**config.mk**
```make
export PLATFORM = sky130hd
export DESIGN_NAME = state_dump_flat
export DESIGN_NICKNAME = d
export VERILOG_FILES = /design/src/rtl/state_dump_if.sv /design/src/rtl/state_dump.sv /design/src/flat_wrapper.sv
export SDC_FILE = /design/constraint.sdc
export NUM_CORES = 1
export LEC_CHECK = 0
export BUFFER_PORTS_ARGS = -buffer_cell sky130_fd_sc_hd__clkbuf_2
export CAP_MARGIN = 30
export CORE_MARGIN = 2
export CORE_UTILIZATION = 42
export CTS_BUF_LIST = sky130_fd_sc_hd__clkbuf_16
export CTS_CLUSTER_DIAMETER = 100
export CTS_CLUSTER_SIZE = 24
export DETAILED_ROUTE_END_ITERATION = 10
export PLACE_DENSITY = 0.76
export SYNTH_ARGS = -nofsm -noshare
export SYNTH_HDL_FRONTEND = slang
export SYNTH_SLANG_ARGS = --single-unit
```
**constraint.sdc**
```tcl
create_clock -name clk_i -period 2.05 [get_ports clk_i]
set_clock_uncertainty 0.1 [all_clocks]
set_input_delay 0.205 -clock clk_i [delete_from_list [all_inputs] [get_ports clk_i]]
set_output_delay 0.205 -clock clk_i [all_outputs]
set_load 0.1 [all_outputs]
```
**src/rtl/state_dump_if.sv**
```systemverilog
// Dump stream interface: one word per valid/ready handshake, tagged with
// its source (register file or data memory) and its index in that source.
interface state_dump_if #(
    parameter int DATA_W = 32
);
    logic              dump_valid_o;
    logic              dump_ready_i;
    logic [DATA_W-1:0] dump_data_o;
    logic              dump_tag_o;
    logic [4:0]        dump_idx_o;

    // Producer side (the dump engine)
    modport master (
        output dump_valid_o,
        output dump_data_o,
        output dump_tag_o,
        output dump_idx_o,
        input  dump_ready_i
    );

    // Consumer side
    modport slave (
        input  dump_valid_o,
        input  dump_data_o,
        input  dump_tag_o,
        input  dump_idx_o,
        output dump_ready_i
    );
endinterface

```
**src/rtl/state_dump.sv**
```systemverilog
// State dump engine: lets the CPU run for RUN_CYCLES cycles, then halts it
// and streams out the 32 register-file words followed by the first 32
// data-memory words over a valid/ready interface. Terminal once finished.
module state_dump #(
    parameter int RUN_CYCLES = 650,
    parameter int DATA_W     = 32
) (
    input  logic              clk_i,
    input  logic              rst_n,
    output logic              cpu_halt_o,
    output logic [4:0]        rf_addr_o,
    input  logic [DATA_W-1:0] rf_data_i,
    output logic [31:0]       dm_addr_o,
    input  logic [DATA_W-1:0] dm_data_i,
    output logic              done_o,
    state_dump_if.master      dump
);

    typedef enum logic [1:0] {
        ST_RUN   = 2'd0,
        ST_FETCH = 2'd1,
        ST_SEND  = 2'd2,
        ST_DONE  = 2'd3
    } state_t;

    // Counter value on the last run cycle
    localparam logic [15:0] RUN_LAST = 16'(RUN_CYCLES - 1);

    state_t            state_r,    state_next_s;
    logic [15:0]       cnt_r,      cnt_next_s;
    logic              phase_r,    phase_next_s;
    logic [4:0]        idx_r,      idx_next_s;
    logic [DATA_W-1:0] data_r,     data_next_s;
    logic              tag_r,      tag_next_s;
    logic [4:0]        widx_r,     widx_next_s;
    logic              halt_r;
    logic              valid_r;
    logic              done_r;

    // Next-state and datapath decode; every register holds unless updated
    always_comb begin
        state_next_s = state_r;
        cnt_next_s   = cnt_r;
        phase_next_s = phase_r;
        idx_next_s   = idx_r;
        data_next_s  = data_r;
        tag_next_s   = tag_r;
        widx_next_s  = widx_r;

        case (state_r)
            ST_RUN: begin
                // Saturate rather than wrap; only reachable for the largest count
                if (cnt_r != 16'hFFFF) begin
                    cnt_next_s = cnt_r + 16'd1;
                end else begin
                    cnt_next_s = cnt_r;
                end
                if (cnt_r == RUN_LAST) begin
                    state_next_s = ST_FETCH;
                    phase_next_s = 1'b0;
                    idx_next_s   = 5'd0;
                end else begin
                    state_next_s = ST_RUN;
                end
            end
            ST_FETCH: begin
                // Read data arrives combinationally from the address driven by idx
                if (phase_r) begin
                    data_next_s = dm_data_i;
                end else begin
                    data_next_s = rf_data_i;
                end
                tag_next_s   = phase_r;
                widx_next_s  = idx_r;
                state_next_s = ST_SEND;
            end
            ST_SEND: begin
                if (dump.dump_ready_i) begin
                    if (idx_r != 5'd31) begin
                        idx_next_s   = idx_r + 5'd1;
                        state_next_s = ST_FETCH;
                    end else if (!phase_r) begin
                        phase_next_s = 1'b1;
                        idx_next_s   = 5'd0;
                        state_next_s = ST_FETCH;
                    end else begin
                        state_next_s = ST_DONE;
                    end
                end else begin
                    state_next_s = ST_SEND;
                end
            end
            ST_DONE: begin
                state_next_s = ST_DONE;
            end
            default: begin
                state_next_s = ST_RUN;
            end
        endcase
    end

    // State register with synchronous reset; outputs decoded from next state
    always_ff @(posedge clk_i) begin
        if (!rst_n) begin
            state_r <= ST_RUN;
            cnt_r   <= 16'd0;
            phase_r <= 1'b0;
            idx_r   <= 5'd0;
            data_r  <= '0;
            tag_r   <= 1'b0;
            widx_r  <= 5'd0;
            halt_r  <= 1'b0;
            valid_r <= 1'b0;
            done_r  <= 1'b0;
        end else begin
            state_r <= state_next_s;
            cnt_r   <= cnt_next_s;
            phase_r <= phase_next_s;
            idx_r   <= idx_next_s;
            data_r  <= data_next_s;
            tag_r   <= tag_next_s;
            widx_r  <= widx_next_s;
            halt_r  <= (state_next_s != ST_RUN);
            valid_r <= (state_next_s == ST_SEND);
            done_r  <= (state_next_s == ST_DONE);
        end
    end

    assign cpu_halt_o        = halt_r;
    assign done_o            = done_r;
    assign rf_addr_o         = idx_r;
    assign dm_addr_o         = {25'd0, idx_r, 2'b00};
    assign dump.dump_valid_o = valid_r;
    assign dump.dump_data_o  = data_r;
    assign dump.dump_tag_o   = tag_r;
    assign dump.dump_idx_o   = widx_r;

endmodule

```
**src/flat_wrapper.sv**
```systemverilog
// flat-port wrapper written by rule: the top's interface ports become plain ports
module state_dump_flat 
#(
    parameter int RUN_CYCLES = 650,
    parameter int DATA_W     = 32
)
  (clk_i, rst_n, cpu_halt_o, rf_addr_o, rf_data_i, dm_addr_o, dm_data_i, done_o, dump_dump_valid_o, dump_dump_data_o, dump_dump_tag_o, dump_dump_idx_o, dump_dump_ready_i);
  state_dump_if #(.DATA_W(DATA_W)) dump_i ();
  input  logic clk_i;
  input  logic rst_n;
  output logic cpu_halt_o;
  output logic [4:0] rf_addr_o;
  input  logic [DATA_W-1:0] rf_data_i;
  output logic [31:0] dm_addr_o;
  input  logic [DATA_W-1:0] dm_data_i;
  output logic done_o;
  output wire logic [$bits(dump_i.dump_valid_o)-1:0] dump_dump_valid_o;
  output wire logic [$bits(dump_i.dump_data_o)-1:0] dump_dump_data_o;
  output wire logic [$bits(dump_i.dump_tag_o)-1:0] dump_dump_tag_o;
  output wire logic [$bits(dump_i.dump_idx_o)-1:0] dump_dump_idx_o;
  input wire logic [$bits(dump_i.dump_ready_i)-1:0] dump_dump_ready_i;
  assign dump_dump_valid_o = dump_i.dump_valid_o;
  assign dump_dump_data_o = dump_i.dump_data_o;
  assign dump_dump_tag_o = dump_i.dump_tag_o;
  assign dump_dump_idx_o = dump_i.dump_idx_o;
  assign dump_i.dump_ready_i = dump_dump_ready_i;
  state_dump #(.RUN_CYCLES(RUN_CYCLES), .DATA_W(DATA_W)) u_core (.clk_i(clk_i), .rst_n(rst_n), .cpu_halt_o(cpu_halt_o), .rf_addr_o(rf_addr_o), .rf_data_i(rf_data_i), .dm_addr_o(dm_addr_o), .dm_data_i(dm_data_i), .done_o(done_o), .dump(dump_i));
endmodule
```
# Word-level counts from Yosys, hierarchy flattened
# Index checks and enable logic that the tools add are counted.
# W data, S select, Z words.
classes:
  addsub: 2
  eq_ne: 12
  mux: 15
  reduce_logical: 6
op_table:
  columns: ["cell", "count"]
  rows:
  - ["$mux W32", 1]
  - ["$mux W5", 4]
  - ["$add A16 B1 Y16 const B", 1]
  - ["$eq A16 B10 Y1 const B", 1]
  - ["$ne A16 B16 Y1 const B", 1]
  - ["$pmux W5 S2", 1]
  - ["$eq A2 B2 Y1 const B", 4]
  - ["$pmux W2 S4", 1]
  - ["$reduce_and A4 Y1", 2]
  - ["$mux W2", 3]
  - ["$add A5 B1 Y5 const B", 1]
  - ["$ne A5 B5 Y1 const B", 1]
  - ["$mux W1", 4]
  - ["$ne A2 B2 Y1 const B", 2]
  - ["$reduce_bool A2 Y1", 2]
  - ["$ne A3 B3 Y1 const B", 1]
  - ["$eq A2 B1 Y1 const B", 1]
  - ["$logic_not A2 Y1", 1]
  - ["$ne A2 B1 Y1 const B", 1]
  - ["$pmux W1 S2", 1]
  - ["$reduce_and A2 Y1", 1]
word_totals:
  regBits: 65
  inputBits: 67
  output_inout_bits: 78
  elab_cells: 45

# Logic depth before layout (Yosys ltp)
# Gate-level depths: netlist (run 1).
logic_depth:
  word_depth: 5
  depth_mapped: 6
  ltp_nobuf: 6

# Least setup slack after synthesis (run 1)
# OpenSTA, ideal clock, no wires.
synth_timing:
  path_kind: "register to register"
  start: "register u_core.idx_r[0] (netlist: u_core.rf_addr_o[0])"
  end: "register u_core.idx_r[2] (netlist: u_core.rf_addr_o[2])"
  arrival_time_ns: 2.144
  required_ns: 1.818
  slack_ns: -0.326
  path_stages_with_launch: 7
  path_buffers: 0
  path_cell_list: "dfxtp_1 > ha_1 > and3_1 > ha_1 > a311o_1 > o31ai_1 > a21oi_1"
synth_via:
  elab_chain_cells: 4
  word_cells_on_any_way: 7
  cone_classes: "add/sub: 1; eq/ne: 2; mux: 3; reduce/logical: 1"
synth_lines:
  columns: ["element", "line_no", "rtl"]
  rows:
  - ["from (decl)", "state_dump.sv:32", "logic [4:0] idx_r, idx_next_s;"]
  - ["from (signal assigned)", "state_dump.sv:119", "idx_r <= idx_next_s;"]
  - ["$add A5 B1 Y5 / $ne A5 B5 Y1 (equally long branches)", "state_dump.sv:80, state_dump.sv:79", null]
  - ["$mux W5", "state_dump.sv:79", "if (idx_r != 5'd31) begin"]
  - ["$mux W5", "state_dump.sv:78", "if (dump.dump_ready_i) begin"]
  - ["$pmux W5 S2", "state_dump.sv:50", "case (state_r)"]
# Parallel ways exist; a longest one is shown, timed or not. The select of a mux whose other input is x is not followed.
# A chain may end at the register's enable or synchronous reset.

# Final worst setup path (run 1)
layout_timing:
  start: "register u_core.state_r[1]"
  end: "register u_core.cnt_r[13]"
layout_via:
  elab_chain_cells: 2
layout_lines:
  columns: ["element", "line_no", "rtl"]
  rows:
  - ["from (decl)", "state_dump.sv:29", "state_t state_r, state_next_s;"]
  - ["from (signal assigned)", "state_dump.sv:116", "state_r <= state_next_s;"]
  - ["$logic_not A2 Y1", "state_dump.sv:50", null]
  - ["$reduce_and A2 Y1 (no source line)", null, null]
  - ["to (signal assigned)", "state_dump.sv:117", "cnt_r <= cnt_next_s;"]
  - ["to (decl)", "state_dump.sv:30", "logic [15:0] cnt_r, cnt_next_s;"]
# Every way passes these cells.

==> results of run 1 <==
## placed cells by master (no fill, tap or decap), types with 6 or more instances in the layout
cell                        count
sky130_fd_sc_hd__clkbuf_2     117
sky130_fd_sc_hd__dfxtp_1       60
sky130_fd_sc_hd__nor2_1        41
sky130_fd_sc_hd__mux2i_1       35
sky130_fd_sc_hd__a211oi_1      34
sky130_fd_sc_hd__conb_1        27
sky130_fd_sc_hd__nand2_1       23
sky130_fd_sc_hd__a21oi_1       17
sky130_fd_sc_hd__o21ai_0       11
sky130_fd_sc_hd__nor3_1        10
sky130_fd_sc_hd__nand3_1        9
sky130_fd_sc_hd__clkbuf_16      9
sky130_fd_sc_hd__buf_4          8
sky130_fd_sc_hd__or3_1          6
## synthesized netlist by cell type
| cell type | count | area share (%) |
|---|---|---|
| sky130_fd_sc_hd__a211oi_1 | 34 | 8.1 |
| sky130_fd_sc_hd__a21oi_1 | 17 | 2.7 |
| sky130_fd_sc_hd__a311o_1 | 1 | 0.32 |
| sky130_fd_sc_hd__a311oi_1 | 1 | 0.28 |
| sky130_fd_sc_hd__a31oi_1 | 4 | 0.80 |
| sky130_fd_sc_hd__a41oi_1 | 1 | 0.28 |
| sky130_fd_sc_hd__and2_1 | 1 | 0.20 |
| sky130_fd_sc_hd__and3_1 | 2 | 0.40 |
| sky130_fd_sc_hd__buf_1 | 4 | 0.48 |
| sky130_fd_sc_hd__buf_2 | 1 | 0.16 |
| sky130_fd_sc_hd__buf_4 | 32 | 7.6 |
| sky130_fd_sc_hd__clkbuf_1 | 16 | 1.9 |
| sky130_fd_sc_hd__conb_1 | 1 | 0.12 |
| sky130_fd_sc_hd__dfxtp_1 | 65 | 41 |
| sky130_fd_sc_hd__ha_1 | 4 | 1.6 |
| sky130_fd_sc_hd__inv_1 | 4 | 0.48 |
| sky130_fd_sc_hd__mux2i_1 | 35 | 11 |
| sky130_fd_sc_hd__nand2_1 | 23 | 2.7 |
| sky130_fd_sc_hd__nand2b_1 | 5 | 0.99 |
| sky130_fd_sc_hd__nand3_1 | 9 | 1.4 |
| sky130_fd_sc_hd__nand3b_1 | 1 | 0.24 |
| sky130_fd_sc_hd__nand4_1 | 5 | 0.99 |
| sky130_fd_sc_hd__nand4b_1 | 1 | 0.28 |
| sky130_fd_sc_hd__nor2_1 | 42 | 5.0 |
| sky130_fd_sc_hd__nor2b_1 | 2 | 0.40 |
| sky130_fd_sc_hd__nor3_1 | 10 | 1.6 |
| sky130_fd_sc_hd__nor4_1 | 2 | 0.40 |
| sky130_fd_sc_hd__nor4b_1 | 4 | 1.1 |
| sky130_fd_sc_hd__nor4bb_1 | 1 | 0.32 |
| sky130_fd_sc_hd__o211a_1 | 1 | 0.32 |
| sky130_fd_sc_hd__o21ai_0 | 11 | 1.8 |
| sky130_fd_sc_hd__o311ai_0 | 2 | 0.56 |
| sky130_fd_sc_hd__o31ai_1 | 3 | 0.72 |
| sky130_fd_sc_hd__o41ai_1 | 2 | 0.56 |
| sky130_fd_sc_hd__or2_1 | 1 | 0.20 |
| sky130_fd_sc_hd__or2_2 | 2 | 0.40 |
| sky130_fd_sc_hd__or3_1 | 6 | 1.2 |
| sky130_fd_sc_hd__or4_1 | 2 | 0.48 |
| sky130_fd_sc_hd__or4_4 | 1 | 0.36 |
## routing by layer
metal / share of wire, % / global-route usage [%]
met1: 44 / 22.4
met2: 47 / 29.6
met3: 6.6 / 5.93
met4: 1.7 / 6.92
met5: 0 / 0
## area by class of cell
| class | instances | area [um2] |
|---|---|---|
| multi-input cells | 263 | 1640 |
| repair buffers | 127 | 686 |
| flip-flops and latches | 65 | 1310 |
| well taps | 99 | 124 |
| inverters | 4 | 15.0 |
| clock buffers | 9 | 225 |
| fillers | 650 | 3170 |
| clock inverters | 7 | 86.3 |
## registers in the layout (all words and copies together) (netlist names)
name and flops:
u_core.done_o 1, u_core.dump.dump_data_o 32, u_core.cnt_r 16, u_core.rf_addr_o 5
u_core.cpu_halt_o 1, u_core.dump.dump_tag_o 1, u_core.dump.dump_valid_o 1, u_core.phase_r 1
u_core.dump.dump_idx_o 5, u_core.state_r 2
## timing repair
item,in CTS,in global routing
gates resized for setup,0,6
hold endpoints to repair,0,0
endpoints found under the setup margin,0,6
## worst max-delay path, delay by kind of cell (launching register included)
| kind | cells | cell delay (ns) |
|---|---|---|
| flops | 1 | 0.30 |
| simple gates | 3 | 1.32 |
| compound gates | 1 | 0.14 |
## stage by stage
stage	TNS (ns)	setup WS, ns	utilization, %
finish	0	0.114	56.3
global route	0	0.0273	56.3
CTS	0	0.0616	55.9
detailed placement	0	0.0895	51.6
global placement	0	0.145	51.6
floorplan	-0.0442	-0.0442	-
## path summary, 6_finish.rpt
kind,endpoint,slack (ns),depth (start not counted)
setup reg to reg,u_core.cnt_r[13],0.11,4
setup / recovery,u_core.cnt_r[13],0.11,4
hold / removal,u_core.dump.dump_data_o[23],0.09,3
hold reg to reg,u_core.dump.dump_idx_o[0],0.36,2
## cell families (layout without fill, tap and decap cells)
group | count (synthesis) | count (layout) | share of synthesized area (%)
multiplexers | 35 | 35 | 11.1
buffers and inverters | 57 | 147 | 10.7
adder cells (fa/ha/maj) | 4 | 4 | 1.59
AND/OR/NAND/NOR | 120 | 120 | 18.7
flip-flops | 65 | 65 | 41.4
other | 1 | 27 | 0.119
AO/OA/AOI/OAI | 77 | 77 | 16.4
## power by group through the flow
stage	combinational [mW]	sequential (mW)	clock [mW]
2_1_floorplan	0.304	1.30	0
3_3_place_gp	0.338	1.30	0
3_5_place_dp	0.341	1.30	0
4_1_cts	0.341	1.27	1.63
6_report	0.341	1.27	1.60
5_1_grt	0.360	1.27	1.69
==> impl_table.tex, run 1 <==
\begin{tabular}{lr}
\hline
Metric & Value \\
\hline
\multicolumn{2}{l}{\textbf{Power}} \\
\quad IR drop worst, VDD & 0.000494 V \\
\quad Pwr dens & 788 nW/um2 \\
\quad Net Sw Frac & 25.8\% \\
\quad Leakage power of the design & 1.64 nW \\
\quad Clock network power share & 49.8\% \\
\quad Total Power & 3.22 mW \\
\quad Proportion of power drawn by flip-flops and latches & 39.6\% \\
\quad Cell internal pwr & 2.39 mW \\
\quad Share of power burned in combinational logic & 10.6\% \\
\quad Net load switching power & 0.829 mW \\
\multicolumn{2}{l}{\textbf{Clocking}} \\
\quad Longest Clk Path Bufs & 2 \\
\quad TritonCTS buffer count & 9 \\
\quad Clk Latency, worst-skew pair & 0.32 ns \\
\quad Number of hold buffers added after cts & 0 \\
\quad CTS tree & yes \\
\quad H-tree lvl count & 3 \\
\quad Post-CTS repair timing setup buffer count & 0 \\
\quad Clock slew at reported path FFs & 0.06 ns \\
\quad Sink Count & 65 \\
\quad Cell at the root of the clock tree & sky130\_fd\_sc\_hd\_\_clkbuf\_16 \\
\multicolumn{2}{l}{\textbf{Route}} \\
\quad Number of detailed-routing iterations run before antenna repair & 4 \\
\quad Via density per instance & 5.04 \\
\quad Antenna violation net count after detailed routing & 0 \\
\quad Detailed-route DRC error count & 0 \\
\quad WL final & 7460 um \\
\quad DR vias & 2894 \\
\quad DRC violation total after the first TritonRoute iteration & 103 \\
\quad Wire length per cell & 13.0 um \\
\multicolumn{2}{l}{\textbf{GRT}} \\
\quad Total GRT Usage & 18.2\% \\
\quad Pin count of the biggest net entering global routing & 71 \\
\quad Gr ovfl total & 0 \\
\quad Initial antenna violation count & 0 \\
\quad Wire length of the first global-routing pass & 12200 um \\
\quad Via count of the first global-routing pass & 2638 \\
\multicolumn{2}{l}{\textbf{Yosys}} \\
\quad Sequential element share of the synthesized area & 41.4\% \\
\quad Mean instance size in the synthesized netlist & 8.76 um2 \\
\quad Post-synthesis sequential element count & 65 \\
\quad Synth cell types & 39 \\
\quad Number of warnings issued by yosys & 0 \\
\quad Syn Inst Count & 359 \\
\quad Cell Area, Synth & 3150 um2 \\
\multicolumn{2}{l}{\textbf{Place}} \\
\quad Placement-stage cell area & 3750 um2 \\
\quad Half-perimeter wire length of the detailed placement result & 5320 um \\
\quad Number of instances in the placed design & 558 \\
\quad Port Buffer Count & 117 \\
\quad GP Congestion & 0.871 \\
\multicolumn{2}{l}{\textbf{Setup path}} \\
\quad Sort of element at the start of the critical path & register \\
\quad Stage delay of the slowest cell on the critical path & 0.58 ns \\
\quad Arrival time of the worst setup path & 2.09 ns \\
\quad Crit path capture type & register \\
\quad Cell breakdown of the critical path & or2\_1 -> or4\_4 -> or4\_1 -> a21oi\_1 \\
\quad Required @ worst endpoint & 2.20 ns \\
\quad Critical Path Slowest Stage Cell & sky130\_fd\_sc\_hd\_\_or4\_4 \\
\quad Worst R2R Start & u\_core.state\_r[1] \\
\quad CP Max Fanout & 6 \\
\quad Worst setup path class & register to register \\
\quad Start point of the critical path & u\_core.state\_r[1] \\
\multicolumn{2}{l}{\textbf{Floorplanning}} \\
\quad Width of the die & 90.5 um \\
\quad Total number of placement rows & 31 \\
\quad Area inside the core boundary & 7250 um2 \\
\quad Initial cell density of the core & 43.4\% \\
\quad Die Outline Area & 8200 um2 \\
\quad Height of the die & 90.5 um \\
\quad Total I/O pin count & 145 \\
\multicolumn{2}{l}{\textbf{Layout}} \\
\quad Final layout net count & 541 \\
\quad Post-route standard cell area excluding fillers & 4090 um2 \\
\quad Antenna cells & 0 \\
\quad Count of non-filler cells in the finished layout & 574 \\
\quad Fraction of layout cells with a size suffix above 1 & 32.8\% \\
\quad Area growth, synth to finish & 29.9\% \\
\multicolumn{2}{l}{\textbf{Run status}} \\
\quad Status & complete, no violations \\
\multicolumn{2}{l}{\textbf{STA}} \\
\quad Final hold viol count & 0 \\
\quad Worst hold slack & 0.0940 ns \\
\quad Slew at the pin closest to its max-slew limit & 0.568 ns \\
\quad Peak clock frequency supported by timing & 517 MHz \\
\quad Setup repair after global routing missed its margin & no \\
\quad Post-layout min period & 1.94 ns \\
\quad Final Max Slew Viols & 0 \\
\quad Final period util & 94.4\% \\
\quad Total setup violations reported at the end of the flow & 0 \\
\quad Worst-case headroom to the max-slew limit & 62.3\% \\
\multicolumn{2}{l}{\textbf{Run}} \\
\quad Maximum Capacitance Violations & 0 \\
\multicolumn{2}{l}{\textbf{Hold path}} \\
\quad Startpoint of the most critical hold path & rf\_data\_i[23] \\
\quad Type of the worst min-delay path & input port to register \\
\hline
\end{tabular}
No activity file was read; power rests on OpenSTA's default activity.
==> inputs of run 2 (changes only) <==
--- a/config.mk
+++ b/config.mk
@@ -5,10 +5,11 @@
 export SDC_FILE = /design/constraint.sdc
 export NUM_CORES = 1
 export LEC_CHECK = 0
+export ABC_AREA = 1
 export BUFFER_PORTS_ARGS = -buffer_cell sky130_fd_sc_hd__clkbuf_2
 export CAP_MARGIN = 30
 export CORE_MARGIN = 2
-export CORE_UTILIZATION = 42
+export CORE_UTILIZATION = 43
 export CTS_BUF_LIST = sky130_fd_sc_hd__clkbuf_16
 export CTS_CLUSTER_DIAMETER = 100
 export CTS_CLUSTER_SIZE = 24
==> run 2 against run 1 <==
Against the previous run: sequential share of layout area decreased by 0.47 points; clock power about the same; global-route usage increased by 2.3 points; die area increased by 3.4%; first-iteration DRC count increased by 9.7%; largest cell class unchanged; largest power group unchanged; register-to-register slack improved by 0.05 ns; final area increased by 1.9%; area after synthesis increased by 6.0%; highest routed layer unchanged; sequential power about the same.
==> impl_table.tex, run 2 <==
\begin{tabular}{lr}
\hline
Metric & Value \\
\hline
\multicolumn{2}{l}{\textbf{Clocking}} \\
\quad Cell at the root of the clock tree & sky130\_fd\_sc\_hd\_\_clkbuf\_16 \\
\quad Sink Count & 65 (unchanged) \\
\quad Quantity of gates resized following cts & 0 (unchanged) \\
\quad Clock slew at reported path FFs & 0.06 ns (about the same) \\
\quad Number of hold buffers added after cts & 0 (unchanged) \\
\quad Post-CTS repair timing setup buffer count & 0 (unchanged) \\
\quad Longest Clk Path Bufs & 2 (unchanged) \\
\quad CTS tree & yes \\
\quad TritonCTS buffer count & 9 (unchanged) \\
\quad H-tree lvl count & 3 (unchanged) \\
\quad Clk Latency, worst-skew pair & 0.32 ns (about the same) \\
\multicolumn{2}{l}{\textbf{Yosys}} \\
\quad Dominant combinational cell family by area after synthesis & simple AND/OR/NAND/NOR gates \\
\quad Largest area contributor in the netlist & sky130\_fd\_sc\_hd\_\_dfxtp\_1 \\
\quad Number of warnings issued by yosys & 0 (unchanged) \\
\quad Mean instance size in the synthesized netlist & 7.12 um2 (-19\%) \\
\quad Post-Synth XOR/XNOR Area & 1.84\% (+1.8 points) \\
\quad Synth cell types & 29 (-26\%) \\
\quad EDFF count, synth & 0 (unchanged) \\
\quad Ys async rst share & 0\% (unchanged) \\
\quad Cell types with the largest area share after synthesis & sky130\_fd\_sc\_hd\_\_dfxtp\_1 39\%, sky130\_fd\_sc\_hd\_\_a21oi\_1 13\%, sky130\_fd\_sc\_hd\_\_nand2\_1 11\%, sky130\_fd\_sc\_hd\_\_buf\_4 7.7\%, sky130\_fd\_sc\_hd\_\_o21ai\_0 5.3\% \\
\quad Sequential element share of the synthesized area & 39.0\% (-2.3 points) \\
\quad Syn Inst Count & 468 (+30\%) \\
\quad Cell Area, Synth & 3330 um2 (+6.0\%) \\
\quad Area share of fa/ha/maj cells after synthesis & 1.50\% (-0.090 points) \\
\quad Synth Area in Compound Gates & 19.5\% (+3.2 points) \\
\quad Portion of synthesized cell area occupied by the leading cell type & 39.0\% (-2.3 points) \\
\quad Most common cell in the synthesized netlist & sky130\_fd\_sc\_hd\_\_nand2\_1 \\
\quad Post-synthesis sequential element count & 65 (unchanged) \\
\quad Top cell types by occurrence after synthesis & 100 x sky130\_fd\_sc\_hd\_\_nand2\_1, 86 x sky130\_fd\_sc\_hd\_\_a21oi\_1, 65 x sky130\_fd\_sc\_hd\_\_dfxtp\_1 \\
\quad Top FF cell, synth & sky130\_fd\_sc\_hd\_\_dfxtp\_1 \\
\quad Basic-gate share of the synthesized area counting and, or, nand and nor cells & 24.7\% (+6.0 points) \\
\quad Multiplexer share of the synthesized area & 0\% (-11 points) \\
\multicolumn{2}{l}{\textbf{GRT}} \\
\quad Total GRT Usage & 20.5\% (+2.3 points) \\
\quad Wire length of the first global-routing pass & 14200 um (+16\%) \\
\quad Pin count of the biggest net entering global routing & 44 (-38\%) \\
\quad Initial antenna violation count & 0 (unchanged) \\
\quad Gr ovfl total & 0 (unchanged) \\
\quad Via count of the first global-routing pass & 3196 (+21\%) \\
\multicolumn{2}{l}{\textbf{Place}} \\
\quad Port Buffer Count & 117 (unchanged) \\
\quad Half-perimeter wire length of the detailed placement result & 5840 um (+9.8\%) \\
\quad Worst slack after detailed placement & 0.180 ns (+0.0906 ns) \\
\quad GP Congestion & 0.807 (-7.4\%) \\
\quad Placement-stage cell area & 3850 um2 (+2.8\%) \\
\quad Number of instances in the placed design & 664 (+19\%) \\
\multicolumn{2}{l}{\textbf{STA}} \\
\quad Post-layout min period & 1.89 ns (-0.0458 ns) \\
\quad Final Max Slew Viols & 0 (unchanged) \\
\quad Total setup violations reported at the end of the flow & 0 (unchanged) \\
\quad Worst-case headroom to the max-slew limit & 54.7\% (-7.6 points) \\
\quad Slew at the pin closest to its max-slew limit & 0.679 ns (+0.111 ns) \\
\quad Setup repair after global routing missed its margin & no \\
\quad Setup TNS & 0 ns (unchanged) \\
\quad Setup slack of the critical path after layout & 0.160 ns (+0.0458 ns) \\
\quad Worst hold slack & 0.0108 ns (-0.0831 ns) \\
\quad Final period util & 92.2\% (-2.2 points) \\
\quad Peak clock frequency supported by timing & 529 MHz (+2.4\%) \\
\quad Final hold viol count & 0 (unchanged) \\
\multicolumn{2}{l}{\textbf{Route}} \\
\quad DRC violation total after the first TritonRoute iteration & 113 (+9.7\%) \\
\quad WL final & 8380 um (+12\%) \\
\quad Wire length per cell & 12.3 um (-5.2\%) \\
\quad DR vias & 3304 (+14\%) \\
\quad Detailed-route DRC error count & 0 (unchanged) \\
\quad Antenna violation net count after detailed routing & 0 (unchanged) \\
\quad Via density per instance & 4.86 (-3.6\%) \\
\quad Number of detailed-routing iterations run before antenna repair & 4 (unchanged) \\
\multicolumn{2}{l}{\textbf{Hold path}} \\
\quad Cell depth of the worst hold path & 3 (unchanged) \\
\quad Type of the worst min-delay path & input port to register \\
\multicolumn{2}{l}{\textbf{Floorplanning}} \\
\quad Total I/O pin count & 145 (unchanged) \\
\quad Die Outline Area & 8480 um2 (+3.4\%) \\
\quad Width of the die & 92.1 um (+1.7\%) \\
\quad Total number of placement rows & 32 (+3.2\%) \\
\quad Initial cell density of the core & 43.8\% (+0.46 points) \\
\quad Area inside the core boundary & 7610 um2 (+4.9\%) \\
\quad Height of the die & 92.1 um (+1.7\%) \\
\multicolumn{2}{l}{\textbf{Setup path}} \\
\quad Sort of element at the start of the critical path & register \\
\quad R2r worst-path depth & 8 (+4) \\
\quad Arrival time of the worst setup path & 2.05 ns (-0.04 ns) \\
\quad Required @ worst endpoint & 2.21 ns (about the same) \\
\quad Crit path capture type & register \\
\quad CP Max Fanout & 10 (+4) \\
\quad Worst setup path class & register to register \\
\multicolumn{2}{l}{\textbf{Power}} \\
\quad IR drop worst, VDD & 0.000408 V (-18\%) \\
\quad Leakage power of the design & 1.89 nW (+15\%) \\
\quad Pwr dens & 765 nW/um2 (-2.9\%) \\
\multicolumn{2}{l}{\textbf{Run}} \\
\quad Maximum Capacitance Violations & 0 (unchanged) \\
\multicolumn{2}{l}{\textbf{Layout}} \\
\quad Most common cell after layout, fill and taps aside & sky130\_fd\_sc\_hd\_\_clkbuf\_2 \\
\quad Post-route standard cell area excluding fillers & 4160 um2 (+1.9\%) \\
\quad Fraction of layout cells with a size suffix above 1 & 29.6\% (-3.3 points) \\
\quad Final layout net count & 644 (+19\%) \\
\quad Count of non-filler cells in the finished layout & 680 (+18\%) \\
\quad Flip-flop count of the largest register after layout & 32 (unchanged) \\
\quad Commonest cells after routing, fill and taps aside & 117 x sky130\_fd\_sc\_hd\_\_clkbuf\_2, 100 x sky130\_fd\_sc\_hd\_\_nand2\_1, 86 x sky130\_fd\_sc\_hd\_\_a21oi\_1, 60 x sky130\_fd\_sc\_hd\_\_dfxtp\_1, 44 x sky130\_fd\_sc\_hd\_\_nor2\_1 \\
\quad Area growth, synth to finish & 24.8\% \\
\quad Antenna cells & 0 (unchanged) \\
\multicolumn{2}{l}{\textbf{Run status}} \\
\quad Status & complete, no violations \\
\hline
\end{tabular}
run 2: cell families (layout without fill, tap and decap cells):
family / Yosys count / in the layout
simple gates: 185 / 185
compound gates: 128 / 128
buf+inv: 78 / 162
flops: 65 / 65
xor+xnor: 7 / 7
fa+ha+maj: 4 / 4
other cells: 1 / 27
run 2: stage by stage:
| stage | util, % | total power, mW |
|---|---|---|
| floorplan | - | 1.58 |
| global placement | 50.6 | 1.61 |
| detailed placement | 50.6 | 1.62 |
| CTS | 54.7 | 3.21 |
| global route | 54.7 | 3.28 |
| finish | 54.7 | 3.18 |
run 2: layout make-up:
class                      count  area [um2]
fill                         730        3450
clock buffer                   9         225
inverter                      22        82.6
clock inverter                 7        86.3
timing repair buffer         124         638
multi-input combinational    351        1690
tap                          102         128
sequential                    65        1310
run 2: worst paths after layout:
| path | from | to | slack (ns) |
|---|---|---|---|
| hold reg to reg | u_core.cnt_r[3] | u_core.cnt_r[3] | 0.42 |
| hold / removal | dm_data_i[22] | u_core.dump.dump_data_o[22] | 0.01 |
| setup reg to reg | u_core.rf_addr_o[0] | u_core.done_o | 0.16 |
| setup / recovery | u_core.rf_addr_o[0] | u_core.done_o | 0.16 |
run 2: layer usage:
metal	part of all wire, %	vias up	track usage (%)
met5	0	-	0
met4	1.3	0	8.96
met3	7.7	12	5.51
met2	47	130	34.6
met1	44	1487	24.3
li1	-	1675	-
run 2: report_power, final:
group	internal, mW	total (mW)	switching [mW]
Clock	1.05	1.59	0.540
Sequential	1.27	1.27	0.00670
Combinational	0.0558	0.318	0.262
Total	2.37	3.18	0.809
run 2: worst max-delay path, stage by stage (launching register included):
cell and delay, ns:
sky130_fd_sc_hd__dfxtp_4 0.37, sky130_fd_sc_hd__ha_1 0.19, sky130_fd_sc_hd__nand2_1 0.06, sky130_fd_sc_hd__nor2_1 0.10
sky130_fd_sc_hd__ha_1 0.23, sky130_fd_sc_hd__a21oi_1 0.08, sky130_fd_sc_hd__or2_1 0.34, sky130_fd_sc_hd__or2_1 0.27
sky130_fd_sc_hd__nor2_1 0.09
==> inputs of run 3 (changes only) <==
--- a/config.mk
+++ b/config.mk
@@ -8,13 +8,15 @@
 export ABC_AREA = 1
 export BUFFER_PORTS_ARGS = -buffer_cell sky130_fd_sc_hd__clkbuf_2
 export CAP_MARGIN = 30
+export CELL_PAD_IN_SITES_DETAIL_PLACEMENT = 0
+export CELL_PAD_IN_SITES_GLOBAL_PLACEMENT = 1
 export CORE_MARGIN = 2
-export CORE_UTILIZATION = 43
+export CORE_UTILIZATION = 35
 export CTS_BUF_LIST = sky130_fd_sc_hd__clkbuf_16
 export CTS_CLUSTER_DIAMETER = 100
 export CTS_CLUSTER_SIZE = 24
 export DETAILED_ROUTE_END_ITERATION = 10
-export PLACE_DENSITY = 0.76
+export PLACE_DENSITY_LB_ADDON = 0.1
 export SYNTH_ARGS = -nofsm -noshare
 export SYNTH_HDL_FRONTEND = slang
 export SYNTH_SLANG_ARGS = --single-unit
==> constraint.sdc (replaced) <==
create_clock -name clk_i -period 2.4 [get_ports clk_i]
set_clock_uncertainty 0.1 [all_clocks]
set_input_delay 0.24 -clock clk_i [delete_from_list [all_inputs] [get_ports clk_i]]
set_output_delay 0.24 -clock clk_i [all_outputs]
set_load 0.1 [all_outputs]
==> run 3 against run 2 <==
Against the previous run: routed wire length rose by 4.9%; sequential share of layout area fell by 0.16 points; first-iteration DRC count fell by 15%; highest routed layer unchanged; final area fell by 0.15%; fmax fell by 1.3%; utilization fell by 9.7 points; register-to-register slack improved by 0.33 ns; total power fell by 20%; via count fell by 1.8%; sequential cell count did not move; die area rose by 22%.
==> impl_table.tex, run 3 (synthesis results as in run 2) <==
\begin{tabular}{lr}
\hline
Metric & Value \\
\hline
\multicolumn{2}{l}{\textbf{Route}} \\
\quad DR vias & 3245 (-1.8\%) \\
\quad Wire length per cell & 12.4 um (+0.78\%) \\
\quad WL final & 8790 um (+4.9\%) \\
\quad Via density per instance & 4.58 (-5.7\%) \\
\quad Number of detailed-routing iterations run before antenna repair & 4 (unchanged) \\
\quad Antenna violation net count after detailed routing & 0 (unchanged) \\
\quad DRC violation total after the first TritonRoute iteration & 96 (-15\%) \\
\quad Detailed-route DRC error count & 0 (unchanged) \\
\multicolumn{2}{l}{\textbf{GRT}} \\
\quad Via count of the first global-routing pass & 3049 (-4.6\%) \\
\quad Met2 Usage GRT & 27.8\% (-6.8 points) \\
\quad Met3 global-route usage & 6.63\% (+1.1 points) \\
\quad Total GRT Usage & 17.2\% (-3.3 points) \\
\quad Wire length of the first global-routing pass & 14200 um (+0.34\%) \\
\quad Fraction of met1 tracks used by global routing & 22.1\% (-2.2 points) \\
\quad Gr ovfl total & 0 (unchanged) \\
\quad Pin count of the biggest net entering global routing & 41 (-6.8\%) \\
\quad Initial antenna violation count & 0 (unchanged) \\
\quad Layer with the highest usage after global routing & met2 \\
\multicolumn{2}{l}{\textbf{Layout}} \\
\quad Layout filler cell count & 974 (+33\%) \\
\quad Commonest cells after routing, fill and taps aside & 117 x sky130\_fd\_sc\_hd\_\_clkbuf\_2, 100 x sky130\_fd\_sc\_hd\_\_nand2\_1, 86 x sky130\_fd\_sc\_hd\_\_a21oi\_1, 63 x sky130\_fd\_sc\_hd\_\_dfxtp\_1, 44 x sky130\_fd\_sc\_hd\_\_nor2\_1 \\
\quad Antenna cells & 0 (unchanged) \\
\quad Flip-flop count of the largest register after layout & 32 (unchanged) \\
\quad Most common cell after layout, fill and taps aside & sky130\_fd\_sc\_hd\_\_clkbuf\_2 \\
\quad Area growth, synth to finish & 24.6\% \\
\quad Final layout net count & 645 (+0.16\%) \\
\quad Fraction of layout cells with a size suffix above 1 & 29.5\% (-0.051 points) \\
\quad Post-route standard cell area excluding fillers & 4160 um2 (-0.15\%) \\
\multicolumn{2}{l}{\textbf{Power}} \\
\quad Net load switching power & 0.706 mW (-13\%) \\
\quad Leakage power of the design & 1.86 nW (-1.3\%) \\
\quad Clock network power share & 46.3\% (-3.7 points) \\
\quad Cell internal pwr & 1.83 mW (-23\%) \\
\quad IR drop worst, VDD & 0.000307 V (-25\%) \\
\quad Pwr dens & 610 nW/um2 (-20\%) \\
\quad Share of power burned in combinational logic & 10.7\% (+0.7 points) \\
\quad Proportion of power drawn by flip-flops and latches & 43.0\% (+3.0 points) \\
\quad Net Sw Frac & 27.9\% (+2.5 points) \\
\multicolumn{2}{l}{\textbf{STA}} \\
\quad Setup TNS & 0 ns (unchanged) \\
\quad Setup repair after global routing missed its margin & no \\
\quad Total setup violations reported at the end of the flow & 0 (unchanged) \\
\quad Peak clock frequency supported by timing & 522 MHz (-1.3\%) \\
\quad Final hold viol count & 0 (unchanged) \\
\quad Slew at the pin closest to its max-slew limit & 0.574 ns (-0.105 ns) \\
\quad Worst-case headroom to the max-slew limit & 61.9\% (+7.2 points) \\
\quad Final period util & 79.8\% (-12 points) \\
\quad Final Max Slew Viols & 0 (unchanged) \\
\quad Post-layout min period & 1.91 ns (+0.0241 ns) \\
\multicolumn{2}{l}{\textbf{Clocking}} \\
\quad TritonCTS buffer count & 9 (unchanged) \\
\quad Longest Clk Path Bufs & 2 (unchanged) \\
\quad Number of hold buffers added after cts & 0 (unchanged) \\
\quad H-tree lvl count & 3 (unchanged) \\
\quad Clock slew at reported path FFs & 0.06 ns (about the same) \\
\quad Clk Latency, worst-skew pair & 0.32 ns (about the same) \\
\quad Cell at the root of the clock tree & sky130\_fd\_sc\_hd\_\_clkbuf\_16 \\
\quad CTS tree & yes \\
\quad Post-CTS repair timing setup buffer count & 0 (unchanged) \\
\quad Sink Count & 65 (unchanged) \\
\quad Quantity of gates resized following cts & 0 (unchanged) \\
\multicolumn{2}{l}{\textbf{Floorplanning}} \\
\quad Area inside the core boundary & 9240 um2 (+21\%) \\
\quad Height of the die & 102 um (+10\%) \\
\quad Initial cell density of the core & 36.1\% (-7.7 points) \\
\quad Width of the die & 102 um (+10\%) \\
\quad Die Outline Area & 10300 um2 (+22\%) \\
\quad Total number of placement rows & 35 (+9.4\%) \\
\quad Total I/O pin count & 145 (unchanged) \\
\multicolumn{2}{l}{\textbf{Setup path}} \\
\quad Cell breakdown of the critical path & ha\_1 -> nand2\_1 -> nor2\_1 -> ha\_1 -> a21oi\_1 -> or2\_1 -> or2\_1 -> nor2\_1 \\
\quad Cell type group with the largest total delay on the critical path & simple AND/OR/NAND/NOR gates \\
\quad Critical path buffer and inverter count & 0 (unchanged) \\
\quad Required @ worst endpoint & 2.56 ns (+0.35 ns) \\
\quad CP Max Fanout & 10 (unchanged) \\
\quad Arrival time of the worst setup path & 2.07 ns (+0.02 ns) \\
\quad Worst setup path class & register to register \\
\quad Sort of element at the start of the critical path & register \\
\quad Crit path capture type & register \\
\quad Stage delay of the slowest cell on the critical path & 0.39 ns (+0.02 ns) \\
\quad Critical Path Slowest Stage Cell & sky130\_fd\_sc\_hd\_\_dfxtp\_2 \\
\multicolumn{2}{l}{\textbf{Run status}} \\
\quad Status & complete, no violations \\
\multicolumn{2}{l}{\textbf{Place}} \\
\quad GP Congestion & 0.805 (-0.21\%) \\
\quad Placement-stage cell area & 3880 um2 (+0.84\%) \\
\quad Port Buffer Count & 117 (unchanged) \\
\quad Half-perimeter wire length of the detailed placement result & 6210 um (+6.3\%) \\
\multicolumn{2}{l}{\textbf{Hold path}} \\
\quad Type of the worst min-delay path & input port to register \\
\multicolumn{2}{l}{\textbf{Run}} \\
\quad Maximum Capacitance Violations & 0 (unchanged) \\
\hline
\end{tabular}
-- run 3: cell types whose count changed in the layout (fill, tap and decap cells not counted), sizes merged --
cell	delta
inv	-1
buf	+1
bufinv	-2
clkinv	+1
clkinvlp	+2
-- run 3: power groups by stage --
| stage | Combinational [mW] | Sequential [mW] | Clock (mW) |
|---|---|---|---|
| finish | 0.271 | 1.09 | 1.17 |
| floorplan | 0.244 | 1.11 | 0 |
| global route | 0.285 | 1.09 | 1.25 |
| global placement | 0.271 | 1.11 | 0 |
| detailed placement | 0.271 | 1.11 | 0 |
| CTS | 0.272 | 1.09 | 1.21 |
-- run 3: layout make-up --
cell class,count,area [um2],area share (%)
multi-input cells,351,1690,40.7
repair buffers,125,646,15.5
clock buffers,9,225,5.42
well taps,129,161,3.88
inverters,22,82.6,1.99
flip-flops and latches,65,1300,31.4
clock inverters,7,47.5,1.14
-- run 3: final timing paths --
path | startpoint | end | slack, ns | cells past startpoint
hold reg to reg | u_core.rf_addr_o[1] | u_core.rf_addr_o[1] | 0.41 | 2
setup / recovery | u_core.rf_addr_o[0] | u_core.done_o | 0.49 | 8
setup reg to reg | u_core.rf_addr_o[0] | u_core.done_o | 0.49 | 8
hold / removal | dm_data_i[3] | u_core.dump.dump_data_o[3] | 0.04 | 3
-- run 3: metal layers --
layer	vias to the layer above	part of all wire (%)
met5	-	0
met4	0	0.55
met3	5	7.1
met2	93	47
met1	1466	45
li1	1681	-
-- run 3: worst reg2reg max path: stages (launching register included) --
cell and delay, ns:
sky130_fd_sc_hd__dfxtp_2 0.39, sky130_fd_sc_hd__ha_1 0.20, sky130_fd_sc_hd__nand2_1 0.06, sky130_fd_sc_hd__nor2_1 0.10
sky130_fd_sc_hd__ha_1 0.23, sky130_fd_sc_hd__a21oi_1 0.08, sky130_fd_sc_hd__or2_1 0.34, sky130_fd_sc_hd__or2_1 0.28
sky130_fd_sc_hd__nor2_1 0.08
-- run 3: per-stage QoR --
step / utilization, % / power [mW] / std cells / hold slack [ns] / setup WS [ns]
after CTS: 45.0 / 2.57 / 708 / 0.0325 / 0.485
after detailed placement: 42.0 / 1.38 / 692 / 0.381 / 0.495
final: 45.0 / 2.53 / 708 / 0.0446 / 0.486
after global routing: 45.0 / 2.63 / 708 / 0.0400 / 0.351
after floorplan: - / 1.36 / 494 / 0.287 / 0.0253
after global placement: 42.0 / 1.38 / 692 / 0.376 / 0.544
